`config.mk`:
```
export PLATFORM = sky130hd
export DESIGN_NAME = scpad_dram_req_arbiter
export DESIGN_NICKNAME = d
export VERILOG_FILES = /design/src/rtl/scpad_dram_req_arbiter.sv
export SDC_FILE = /design/constraint.sdc
export NUM_CORES = 1
export LEC_CHECK = 0
export BUFFER_PORTS_ARGS = -buffer_cell sky130_fd_sc_hd__buf_4
export CAP_MARGIN = 30
export CORE_AREA = 2 2 256 258
export DETAILED_ROUTE_END_ITERATION = 7
export DIE_AREA = 0 0 258 260
export GPL_TIMING_DRIVEN = 1
export SYNTH_ARGS = -nofsm -noshare
export SYNTH_HDL_FRONTEND = slang
export SYNTH_SLANG_ARGS = --single-unit
```
`constraint.sdc`:
```
create_clock -name clk -period 2.5 [get_ports clk]
set_input_delay 0.375 -clock clk [delete_from_list [all_inputs] [get_ports clk]]
set_output_delay 0.375 -clock clk [all_outputs]
set_load 0.02 [all_outputs]
```
`src/rtl/scpad_dram_req_arbiter.sv`:
```
// Arbitrates scratchpad DRAM read/write request queues into one registered request slot.
// Optional perf counters are enabled with `define SCPAD_ARB_PERF_EN.
module scpad_dram_req_arbiter #(
   parameter int unsigned DRAM_ADDR_WIDTH = 32,
   parameter int unsigned COL_IDX_WIDTH   = 6,
   parameter int unsigned DRAM_ID_WIDTH   = 4,
   parameter int unsigned DATA_WIDTH      = 256,
   parameter int unsigned MAX_OUTSTANDING = 8,
   parameter int unsigned WR_BURST_MAX    = 4
) (
   input  logic                       clk,
   input  logic                       rst,
   input  logic                       rd_valid,
   input  logic [DRAM_ADDR_WIDTH-1:0] rd_addr,
   input  logic [COL_IDX_WIDTH-1:0]   rd_num_bytes,
   input  logic [DRAM_ID_WIDTH-1:0]   rd_id,
   output logic                       rd_accepted,
   input  logic                       wr_valid,
   input  logic [DRAM_ADDR_WIDTH-1:0] wr_addr,
   input  logic [COL_IDX_WIDTH-1:0]   wr_num_bytes,
   input  logic [DRAM_ID_WIDTH-1:0]   wr_id,
   input  logic [DATA_WIDTH-1:0]      wr_wdata,
   input  logic                       wr_queue_full,
   output logic                       wr_accepted,
   input  logic                       dram_stall,
   input  logic                       dram_rd_done,
   output logic                       dram_req_valid,
   output logic                       dram_req_write,
   output logic [DRAM_ADDR_WIDTH-1:0] dram_req_addr,
   output logic [COL_IDX_WIDTH-1:0]   dram_req_num_bytes,
   output logic [DRAM_ID_WIDTH-1:0]   dram_req_id,
   output logic [DATA_WIDTH-1:0]      dram_req_wdata,
   output logic                       rd_credit_empty
`ifdef SCPAD_ARB_PERF_EN
   ,
   output logic [31:0]                perf_rd_issued,
   output logic [31:0]                perf_wr_issued,
   output logic [31:0]                perf_stall_cycles
`endif
);

   localparam int unsigned CNT_W   = $clog2(MAX_OUTSTANDING + 1);
   localparam int unsigned BURST_W = $clog2(WR_BURST_MAX + 1);

   typedef enum logic {
      ST_NORMAL = 1'b0,
      ST_DRAIN  = 1'b1
   } state_e;

   state_e                     state_q, state_d;
   logic                       last_wr_q, last_wr_d;
   logic [BURST_W-1:0]         burst_q, burst_d;

   logic [CNT_W-1:0]           outstanding_q, outstanding_d;
   logic                       credit_empty_q, credit_empty_d;

   logic                       slot_valid_q, slot_valid_d;
   logic                       slot_write_q, slot_write_d;
   logic [DRAM_ADDR_WIDTH-1:0] slot_addr_q, slot_addr_d;
   logic [COL_IDX_WIDTH-1:0]   slot_nb_q, slot_nb_d;
   logic [DRAM_ID_WIDTH-1:0]   slot_id_q, slot_id_d;
   logic [DATA_WIDTH-1:0]      slot_wdata_q, slot_wdata_d;

   logic                       slot_drain;
   logic                       load_en;
   logic                       rd_drain;
   logic                       wr_drain;
   logic                       rd_elig;
   logic                       grant_rd;
   logic                       grant_wr;
   logic [CNT_W:0]             inflight;

   assign slot_drain = slot_valid_q & ~dram_stall;
   assign load_en    = ~slot_valid_q | slot_drain;
   assign rd_drain   = slot_drain & ~slot_write_q;
   assign wr_drain   = slot_drain & slot_write_q;

   // A read parked in the slot already owns a credit even though it has not drained yet.
   assign inflight = {1'b0, outstanding_q} + {{CNT_W{1'b0}}, slot_valid_q & ~slot_write_q};
   assign rd_elig  = rd_valid && (inflight < (CNT_W+1)'(MAX_OUTSTANDING));

   always_ff @(posedge clk) begin
      if (rst) begin
         state_q   <= ST_NORMAL;
         last_wr_q <= 1'b1;
         burst_q   <= '0;
      end else begin
         state_q   <= state_d;
         last_wr_q <= last_wr_d;
         burst_q   <= burst_d;
      end
   end

   always_comb begin
      state_d   = state_q;
      last_wr_d = last_wr_q;
      burst_d   = burst_q;
      if (grant_rd) last_wr_d = 1'b0;
      if (grant_wr) last_wr_d = 1'b1;
      case (state_q)
         ST_NORMAL: begin
            if (wr_queue_full && !grant_rd) state_d = ST_DRAIN;
         end
         ST_DRAIN: begin
            if (grant_wr) burst_d = burst_q + BURST_W'(1);
            if ((burst_d == BURST_W'(WR_BURST_MAX)) || (!wr_valid && load_en)) begin
               state_d   = ST_NORMAL;
               burst_d   = '0;
               last_wr_d = 1'b1;
            end
         end
         default: state_d = ST_NORMAL;
      endcase
   end

   always_comb begin
      grant_rd = 1'b0;
      grant_wr = 1'b0;
      if (!rst && load_en) begin
         case (state_q)
            ST_NORMAL: begin
               if (rd_elig && wr_valid) begin
                  grant_rd = last_wr_q;
                  grant_wr = ~last_wr_q;
               end else begin
                  grant_rd = rd_elig;
                  grant_wr = wr_valid;
               end
            end
            ST_DRAIN: grant_wr = wr_valid;
            default: ;
         endcase
      end
   end

   assign rd_accepted = grant_rd;
   assign wr_accepted = grant_wr;

   always_comb begin
      slot_valid_d = slot_valid_q;
      slot_write_d = slot_write_q;
      slot_addr_d  = slot_addr_q;
      slot_nb_d    = slot_nb_q;
      slot_id_d    = slot_id_q;
      slot_wdata_d = slot_wdata_q;
      if (slot_drain) slot_valid_d = 1'b0;
      if (grant_rd) begin
         slot_valid_d = 1'b1;
         slot_write_d = 1'b0;
         slot_addr_d  = rd_addr;
         slot_nb_d    = rd_num_bytes;
         slot_id_d    = rd_id;
         slot_wdata_d = '0;
      end else if (grant_wr) begin
         slot_valid_d = 1'b1;
         slot_write_d = 1'b1;
         slot_addr_d  = wr_addr;
         slot_nb_d    = wr_num_bytes;
         slot_id_d    = wr_id;
         slot_wdata_d = wr_wdata;
      end
   end

   // A retiring response and a newly issued read in the same cycle cancel out.
   always_comb begin
      outstanding_d = outstanding_q;
      if (rd_drain && !dram_rd_done) begin
         outstanding_d = outstanding_q + CNT_W'(1);
      end else if (!rd_drain && dram_rd_done && (outstanding_q != '0)) begin
         outstanding_d = outstanding_q - CNT_W'(1);
      end
      credit_empty_d = (outstanding_d == CNT_W'(MAX_OUTSTANDING));
   end

   always_ff @(posedge clk) begin
      if (rst) begin
         slot_valid_q   <= 1'b0;
         slot_write_q   <= 1'b0;
         slot_addr_q    <= '0;
         slot_nb_q      <= '0;
         slot_id_q      <= '0;
         slot_wdata_q   <= '0;
         outstanding_q  <= '0;
         credit_empty_q <= 1'b0;
      end else begin
         slot_valid_q   <= slot_valid_d;
         slot_write_q   <= slot_write_d;
         slot_addr_q    <= slot_addr_d;
         slot_nb_q      <= slot_nb_d;
         slot_id_q      <= slot_id_d;
         slot_wdata_q   <= slot_wdata_d;
         outstanding_q  <= outstanding_d;
         credit_empty_q <= credit_empty_d;
      end
   end

   assign dram_req_valid     = slot_valid_q;
   assign dram_req_write     = slot_write_q;
   assign dram_req_addr      = slot_addr_q;
   assign dram_req_num_bytes = slot_nb_q;
   assign dram_req_id        = slot_id_q;
   assign dram_req_wdata     = slot_wdata_q;
   assign rd_credit_empty    = credit_empty_q;

`ifdef SCPAD_ARB_PERF_EN
   logic [2:0]  perf_inc;
   logic [31:0] perf_cnt_q [3];

   assign perf_inc[0] = rd_drain;
   assign perf_inc[1] = wr_drain;
   assign perf_inc[2] = slot_valid_q & dram_stall;

   // Counters saturate rather than wrap so long runs never report small values.
   generate
      for (genvar gi = 0; gi < 3; gi++) begin : g_perf
         always_ff @(posedge clk) begin
            if (rst) begin
               perf_cnt_q[gi] <= '0;
            end else if (perf_inc[gi] && !(&perf_cnt_q[gi])) begin
               perf_cnt_q[gi] <= perf_cnt_q[gi] + 32'd1;
            end
         end
      end
   endgenerate

   assign perf_rd_issued    = perf_cnt_q[0];
   assign perf_wr_issued    = perf_cnt_q[1];
   assign perf_stall_cycles = perf_cnt_q[2];
`else
   logic unused_wr_drain;
   assign unused_wr_drain = wr_drain;
`endif

endmodule

```
* Word-level counts from Yosys, hierarchy flattened
Cells that the tools add are included.
** Word-level totals
- Register bits after elaboration :: 310
- Logic and storage cells :: 72
** Operators by class
- Add/subtract/negate cells :: 4
- Order comparisons :: 1
- Eq/ne operators :: 2
- Muxes and demuxes :: 27
- Bitwise logic cells :: 9
- Reduce and logical (&&, ||, !) cells :: 18
** Operator list (number)
- two-way mux 32 bit :: 2
- two-way mux 4 bit :: 4
- two-way mux 1 bit :: 14
- two-way mux 6 bit :: 2
- two-way mux 3 bit :: 3
- logical AND 1 bit :: 8
- adder 4 x 1 -> 5 bit :: 1
- logical NOT 1 bit :: 5
- < comparator 5 x 4 -> 1 bit (second input constant) :: 1
- inverter 1 bit :: 5
- adder 4 x 1 -> 4 bit (second input constant) :: 1
- equality test 4 bit (second input constant) :: 1
- one-hot mux 1 bit (2 select lines) :: 2
- nonzero test 4 bit :: 1
- subtractor 4 x 1 -> 4 bit (second input constant) :: 1
- adder 3 x 1 -> 3 bit (second input constant) :: 1
- AND 1 bit :: 3
- equality test 3 bit (second input constant) :: 1
- nonzero test 3 bit :: 1
- nonzero test 2 bit :: 1
- OR reduction 2 bit :: 1
- logical OR 1 bit :: 1
- bitwise OR 1 bit :: 1

* Longest topological paths before layout
Gate-level depths: netlist of run 1.
- Word-level depth :: 15
- Mapped depth :: 10
- Depth with buffers taken out :: 7

* Worst setup path after synthesis of run 1
Ideal clock, no wire load.
- Path kind :: register to output
- Start :: register slot_write_q, in the netlist dram_req_write
- End :: output rd_accepted
- Arrival time :: 1.742 ns
- Slack :: 0.383 ns
- Cell stages (with the launch flop) :: 9
- Path buffers :: 4
- Cell sequence :: dfxtp_1 nand2b_1 buf_4 o2111ai_1 or3_1 buf_2 buf_6 buf_2 inv_1
** On the way
- Longest elaborated chain between the ends :: 9
** RTL lines
- from (decl) :: line 58 : logic slot_write_q, slot_write_d;
- from (signal assigned) :: line 187 : slot_write_q <= slot_write_d;
- inverter 1 bit (*) :: line 79 : assign inflight = {1'b0, outstanding_q} + {{CNT_W{1'b0}}, slot_valid_q & ~slot_write_q};
- AND 1 bit (*) :: line 79
- adder 4 x 1 -> 5 bit (*) :: line 79
- < comparator 5 x 4 -> 1 bit (*) :: line 80 : assign rd_elig = rd_valid && (inflight < (CNT_W+1)'(MAX_OUTSTANDING));
- logical AND 1 bit (*) :: line 80
- logical AND 1 bit :: line 122 : if (rd_elig && wr_valid) begin
- two-way mux 1 bit (*) :: line 122
- two-way mux 1 bit (*) :: line 120 : case (state_q)
- two-way mux 1 bit (*) :: line 119 : if (!rst && load_en) begin
- to (decl) :: line 17 : output logic rd_accepted,
Mark *: on every way between the ends. The rest lies on a longest branch, timed or not.

* Worst setup path in the final report of run 1
- Start :: register slot_valid_q, in the netlist dram_req_valid
- End :: output wr_accepted
** On the way
- Longest elaborated chain between the ends :: 8
** RTL lines
- from (decl) :: line 57 : logic slot_valid_q, slot_valid_d;
- from (signal assigned) :: line 186 : slot_valid_q <= slot_valid_d;
- AND 1 bit :: line 79
- adder 4 x 1 -> 5 bit :: line 79
- < comparator 5 x 4 -> 1 bit :: line 80
- logical AND 1 bit :: line 80
- logical AND 1 bit :: line 122
- two-way mux 1 bit :: line 122
- one-hot mux 1 bit (2 select lines) :: line 120
- two-way mux 1 bit (*) :: line 119
- to (decl) :: line 24 : output logic wr_accepted,
Marks and branches as above.

==> results.tsv, run 1 <==
stage	metric	value	unit
run_status	status	finished, final reports clean	
clocking	clk sink count	310	
critical_path	Worst setup EP type	primary output	
critical_path	WP data arrival	2.00	ns
placed_design	Final GP Congestion	0.788	
flow_run	# Max-Cap Violations	0	
floorplan	Initial Util	18.5	%
critical_path	Startpoint Class	flip-flop	
sta	Min Hold Slack	0.0939	ns
sta	Fmax	422	MHz
critical_path	Critical R2R Launch	state_q	
placed_design	dpl hpwl	31700	µm
sta	setup slack after layout	0.129	ns
critical_path	worst-path fanout max	42	
logic_synthesis	Synth top area share	52.3	%
drt	antenna-violating nets left	0	
logic_synthesis	number of synthesized flops with an enable pin	0	
sta	Tcrit/Tclk final	94.8	%
final_layout	Antenna Cells	0	
clocking	Longest Clk Path Bufs	3	
critical_path	CP required	2.12	ns
placed_design	dpl ws	0.275	ns
critical_path	reg2reg setup slack	0.34	ns
logic_synthesis	Syn Inst Count	1435	
drt	drt pass-1 iters	5	
placed_design	IO Port Bufs	649	
sta	Worst-Margin Slew	0.603	ns
sta	setup TNS	0	ns
power_and_ir_drop	VDD IR-drop max	0.422	mV
logic_synthesis	Synth Cell Area	11900	µm²
logic_synthesis	Netlist cell types	47	
clocking	CTS H-tree lvls	2	
floorplan	# rows	93	
critical_path	slowest stage delay, CP	0.40	ns
min_path	worst hold path class	in -> reg	
placed_design	Placed Cells incl. Taps	2875	
logic_synthesis	Synth async-reset ratio	0	%
drt	DR iter-0 viols	727	
sta	slew margin rel.	59.8	%
power_and_ir_drop	power density cells	774	nW/µm²
drt	total wire length	43000	µm
grt	initial antenna violation count	0	
final_layout	Area Growth Syn to Fin	59.1	%
critical_path	crit path kind	reg -> out	
grt	largest net degree at the start of global routing	82	
sta	final setup fails	0	
critical_path	Buf/Inv on CP	3	
clocking	cts bufs inserted	37	
critical_path	crit path to	wr_accepted	
logic_synthesis	mean area per synthesized cell	8.26	µm²
logic_synthesis	synth cell count leaders	nand2_1 (600), dfxtp_1 (310), a21oi_1 (170)	
logic_synthesis	syn_nets	1785	
logic_synthesis	count leader, synth	nand2_1	
logic_synthesis	Synth Register Bits	310	
floorplan	Core Box Area	64100	µm²
final_layout	nets	2415	
final_layout	non-filler cells, final	2938	
final_layout	ratio of cells with drive above 1 in the final layout	41.4	%
drt	# DRC	0	
floorplan	die area	67100	µm²
clocking	clock root cell	clkbuf_16	
logic_synthesis	Synth area leaders	dfxtp_1 (52%), nand2_1 (19%), a21oi_1 (7.2%), a21oi_2 (6.6%), a311oi_1 (2.6%)	
logic_synthesis	ys flop type	dfxtp_1	
sta	RSZ-0062 raised after global routing	no	
critical_path	CP top delay family	buffers and inverters	
clocking	clock slew at reported path FFs	0.06	ns
sta	final hold viol count	0	
grt	Total Routing Usage GR	11.8	%
critical_path	crit-path cells	nand2b_1 -> buf_4 -> o21ai_2 -> nand3_4 -> clkinv_16 -> buf_4	
sta	fin. max-slew vios	0	
clocking	Worst-Skew Late Latency	0.52	ns
critical_path	critical path launch point	dram_req_valid	
sta	clock skew	0.00823	ns
floorplan	Top-Level Pins	650	
critical_path	Crit path top cell by count	buf_4	
power_and_ir_drop	leakage power	0.00782	µW
floorplan	die width	258	µm
grt	global-route wire length before repair	63400	µm
critical_path	slowest cell on the critical path	dfxtp_1	
critical_path	R2R depth	7	
logic_synthesis	Yosys top cell by area	dfxtp_1	
drt	routed vias/inst	4.04	
drt	vias	11900	
grt	GRT overflow	0	
sta	min cycle time layout	2.37	ns
critical_path	worst reg2reg path endpoint	dram_req_wdata[117]	
grt	number of global-route vias before repair	11400	
clocking	hold buffers post-CTS	0	
logic_synthesis	Seq/Total Area, Yosys	52.3	%
clocking	CTS tree	yes	
critical_path	CP Depth	6	
floorplan	Die Y-Extent	260	µm
drt	drt wl/cell	14.6	µm
logic_synthesis	Ys Warns	0	
==> what timing repair did <==
| action | CTS | global route |
|---|---|---|
| setup endpoints to repair | 2 | 2 |
| gates cloned | 0 | 0 |
| gates resized for setup | 2 | 2 |
| pin swaps | 0 | 1 |
| buffers inserted | 0 | 7 |
==> where the power goes <==
part | internal, µW | switching (µW) | total (µW)
combinational | 1590 | 2120 | 3710
clock | 3130 | 2060 | 5190
sequential | 5420 | 294 | 5710
==> area by class of cell <==
cell class | instances | area (µm²)
Clock buffer | 52 | 1060
Clock inverter | 5 | 77.6
Inverter | 6 | 48.8
Timing Repair Buffer | 704 | 5450
Sequential cell | 310 | 6210
Multi-Input combinational cell | 1006 | 4960
Fill cell | 6882 | 45200
Tap cell | 855 | 1070
==> worst min path at each step <==
stage,start,to,slack [ns],cells after the start
final,wr_wdata[204],dram_req_wdata[204],0.09,3
after global routing,wr_wdata[224],dram_req_wdata[224],0.06,3
after CTS,wr_wdata[215],dram_req_wdata[215],0.05,3
after detailed placement,dram_req_wdata[43],dram_req_wdata[43],0.45,2
after global placement,dram_req_wdata[43],dram_req_wdata[43],0.44,2
after floorplan,burst_q[2],burst_q[2],0.46,1
==> logic make-up after synthesis <==
logic type | Yosys count | share of synthesized area [%]
adder cells (fa/ha/maj) | 3 | 0.317
XOR/XNOR | 4 | 0.295
AND/OR/NAND/NOR | 673 | 22.0
buffers and inverters | 119 | 6.06
AO/OA/AOI/OAI | 324 | 18.9
multiplexers | 2 | 0.169
flip-flops | 310 | 52.3
==> flip-flops by register name (all words and copies together) (netlist names) <==
register	flops
dram_req_valid	1
dram_req_num_bytes	6
rd_credit_empty	1
dram_req_id	4
dram_req_write	1
burst_q	3
state_q	1
outstanding_q	4
last_wr_q	1
dram_req_addr	32
dram_req_wdata	256
==> placed cells by master (no fill, tap or decap), drive strengths merged, types with 2 or more instances in the layout <==
cell,synthesis,routed
buf,65,704
nand2,601,601
dfxtp,310,310
a21oi,260,260
nor2,53,53
clkbuf,48,52
a311oi,43,43
inv,6,5
nand2b,4,4
nor2b,3,3
xnor2,3,3
a32o,3,3
ha,3,3
nand3,3,3
o21ai,3,3
nor3,3,3
clkinv,0,3
o21a,2,2
a22o,2,2
mux2i,2,2
nor4b,2,2
o211ai,2,2
bufinv,0,2
==> per-layer routing <==
| metal | global-route usage [%] | up-vias | routed length (µm) | share of wire [%] |
|---|---|---|---|---|
| met1 | 13.3 | 5423 | 17100 | 40 |
| li1 | - | 5955 | - | - |
| met2 | 21.0 | 418 | 21300 | 50 |
| met5 | 0 | - | 0 | 0 |
| met4 | 3.76 | 0 | 1050 | 2.4 |
| met3 | 3.68 | 63 | 3480 | 8.1 |
==> stage by stage <==
| step | power [µW] | area [µm²] | utilization [%] |
|---|---|---|---|
| 3_5_place_dp | 9530 | 17700 | 27.6 |
| 2_1_floorplan | 7880 | 11900 | - |
| 6_report | 14600 | 18900 | 29.4 |
| 5_1_grt | 15300 | 18900 | 29.4 |
| 4_1_cts | 14800 | 18800 | 29.3 |
| 3_3_place_gp | 9520 | 17700 | 27.6 |
==> worst register-to-register path, delay by kind of cell (launching register included) <==
kind                   cells  cell delay (ns)
AND/OR/NAND/NOR            3             0.65
buffers and inverters      2             0.85
AO/OA/AOI/OAI              2             0.24
flip-flops                 1             0.37
No activity file was read; power rests on OpenSTA's default activity.
==> inputs of run 2 (changes only) <==
--- a/config.mk
+++ b/config.mk
@@ -5,7 +5,7 @@
 export SDC_FILE = /design/constraint.sdc
 export NUM_CORES = 1
 export LEC_CHECK = 0
-export BUFFER_PORTS_ARGS = -buffer_cell sky130_fd_sc_hd__buf_4
+export BUFFER_PORTS_ARGS = -buffer_cell sky130_fd_sc_hd__buf_2
 export CAP_MARGIN = 30
 export CORE_AREA = 2 2 256 258
 export DETAILED_ROUTE_END_ITERATION = 7
==> run 2 against run 1 <==
Register-to-register slack about the same. Cell count up 0.20%. Critical endpoint unchanged. Clock power up 3%. Clock-buffer cell count down 1. Sequential power about the same. Fmax down 2.4%. Via count up 0.57%.
==> results.tsv, run 2 (synthesis results as in run 1) <==
stage	metric	value	unit
clocking	Worst-Skew Late Latency	0.54	ns
drt	routed vias/inst	4.05	
clocking	CTS H-tree lvls	2	
clocking	cts bufs inserted	36	
critical_path	Startpoint Class	flip-flop	
critical_path	CP required	2.12	ns
drt	drt wl/cell	14.0	µm
final_layout	Fill cells	7000	
sta	slew margin rel.	63.6	%
sta	Min Hold Slack	0.0659	ns
final_layout	most common library cell in the layout ignoring fill and taps	buf_2	
power_and_ir_drop	switch share	31.6	%
power_and_ir_drop	final total power	14300	µW
critical_path	worst-path fanout max	25	
grt	number of global-route vias before repair	11500	
drt	vias	11900	
clocking	Longest Clk Path Bufs	3	
clocking	post-CTS setup buffer count	0	
floorplan	die width	258	µm
sta	clock skew	0.0203	ns
sta	min cycle time layout	2.43	ns
drt	total wire length	41100	µm
final_layout	max FFs per register	256	
clocking	clock root cell	clkbuf_16	
grt	GRT overflow	0	
final_layout	footprint of the multi-input gates	4950	µm²
power_and_ir_drop	Internal	9790	µW
clocking	CTS tree	yes	
power_and_ir_drop	sequential share of power	39.7	%
floorplan	Core Box Area	64100	µm²
flow_run	# Max-Cap Violations	0	
critical_path	Worst setup EP type	primary output	
placed_design	dpl hpwl	30500	µm
clocking	clock slew at reported path FFs	0.06	ns
min_path	worst hold path class	in -> reg	
final_layout	FF+latch area	6210	µm²
floorplan	Die Y-Extent	260	µm
sta	RSZ-0062 raised after global routing	yes	
power_and_ir_drop	VDD IR-drop max	0.520	mV
power_and_ir_drop	power density cells	827	nW/µm²
sta	Worst-Margin Slew	0.547	ns
run_status	status	finished, final reports clean	
final_layout	Area Growth Syn to Fin	45.9	%
sta	Fmax	412	MHz
floorplan	die area	67100	µm²
floorplan	Initial Util	18.5	%
sta	final hold viol count	0	
final_layout	nets	2412	
final_layout	ratio of cells with drive above 1 in the final layout	41.7	%
drt	drt pass-1 iters	5	
power_and_ir_drop	switching power	4520	µW
grt	largest net degree at the start of global routing	101	
drt	antenna-violating nets left	0	
grt	initial antenna violation count	4	
grt	global-route wire length before repair	61700	µm
drt	DR iter-0 viols	766	
placed_design	Final GP Congestion	0.810	
sta	fin. max-slew vios	0	
placed_design	IO Port Bufs	649	
floorplan	Top-Level Pins	650	
sta	Tcrit/Tclk final	97.2	%
power_and_ir_drop	leakage power	0.00754	µW
power_and_ir_drop	Comb pwr share	23.0	%
clocking	clk sink count	310	
clocking	hold buffers post-CTS	0	
power_and_ir_drop	Clk pwr share	37.2	%
critical_path	crit path kind	reg -> out	
final_layout	final core utilization	27.0	%
final_layout	commonest cells after routing, fill and taps aside	buf_2 (649), nand2_1 (600), dfxtp_1 (307)	
grt	Total Routing Usage GR	11.4	%
drt	# DRC	0	
floorplan	# rows	93	
critical_path	WP data arrival	2.05	ns
sta	final setup fails	0	
-- run 2: cell types whose count changed in the layout (fill, tap and decap cells not counted), sizes merged --
cell and change:
buf -2, clkinvlp +4, inv +2, clkinv +1, diode +2, clkbuf -1
-- run 2: repair_timing --
action                     in CTS  in global routing
setup endpoints to repair       2                  2
resized for setup               3                  1
pin swaps                       0                  0
-- run 2: worst paths after layout --
kind | start | end | slack [ns] | cells after the start
worst max register to register | state_q | dram_req_addr[5] | 0.34 | 7
worst min register to register | dram_req_wdata[43] | dram_req_wdata[43] | 0.45 | 2
worst min-delay path | wr_wdata[75] | dram_req_wdata[75] | 0.07 | 3
worst max-delay path | state_q | wr_accepted | 0.07 | 6
-- run 2: layer usage --
metal  track usage [%]  up-vias  part of all wire (%)
li1                  -     5952                     -
met1              13.2     5418                    41
met2              19.5      462                    48
met3              2.97       91                   7.6
met4              5.30        4                   3.8
met5                 0        -                 0.058
-- run 2: critical path: stages (launching register included) --
cell      delay (ns)
dfxtp_1         0.42
and4bb_2        0.28
o21ai_2         0.11
nand3_4         0.15
inv_8           0.15
buf_12          0.20
buf_2           0.19
-- run 2: cell type report --
cell class | count | share of cell area (%)
antenna | 2 | 0.0289
timing repair buffer | 702 | 22.2
multi-input combinational | 1006 | 28.6
tap | 855 | 6.18
sequential | 310 | 35.9
clock inverter | 12 | 0.810
clock buffer | 51 | 6.12
inverter | 6 | 0.174
-- run 2: power groups by stage --
stage / registers (µW) / logic [µW] / clock network (µW)
3_5_place_dp: 5790 / 3330 / 0
6_report: 5690 / 3300 / 5330
5_1_grt: 5740 / 3610 / 5710
4_1_cts: 5690 / 3340 / 5550
3_3_place_gp: 5790 / 3320 / 0
2_1_floorplan: 6290 / 1590 / 0
-- run 2: per-stage QoR --
stage                     setup WS [ns]  cells  TNS [ns]  instance area [µm²]
after floorplan                   0.383   1435         0                11900
after global placement            0.316   2879         0                16100
after detailed placement          0.274   2879         0                16100
after CTS                        0.0199   2942         0                17300
after global routing            -0.0514   2944    -0.103                17300
final                            0.0706   2944         0                17300
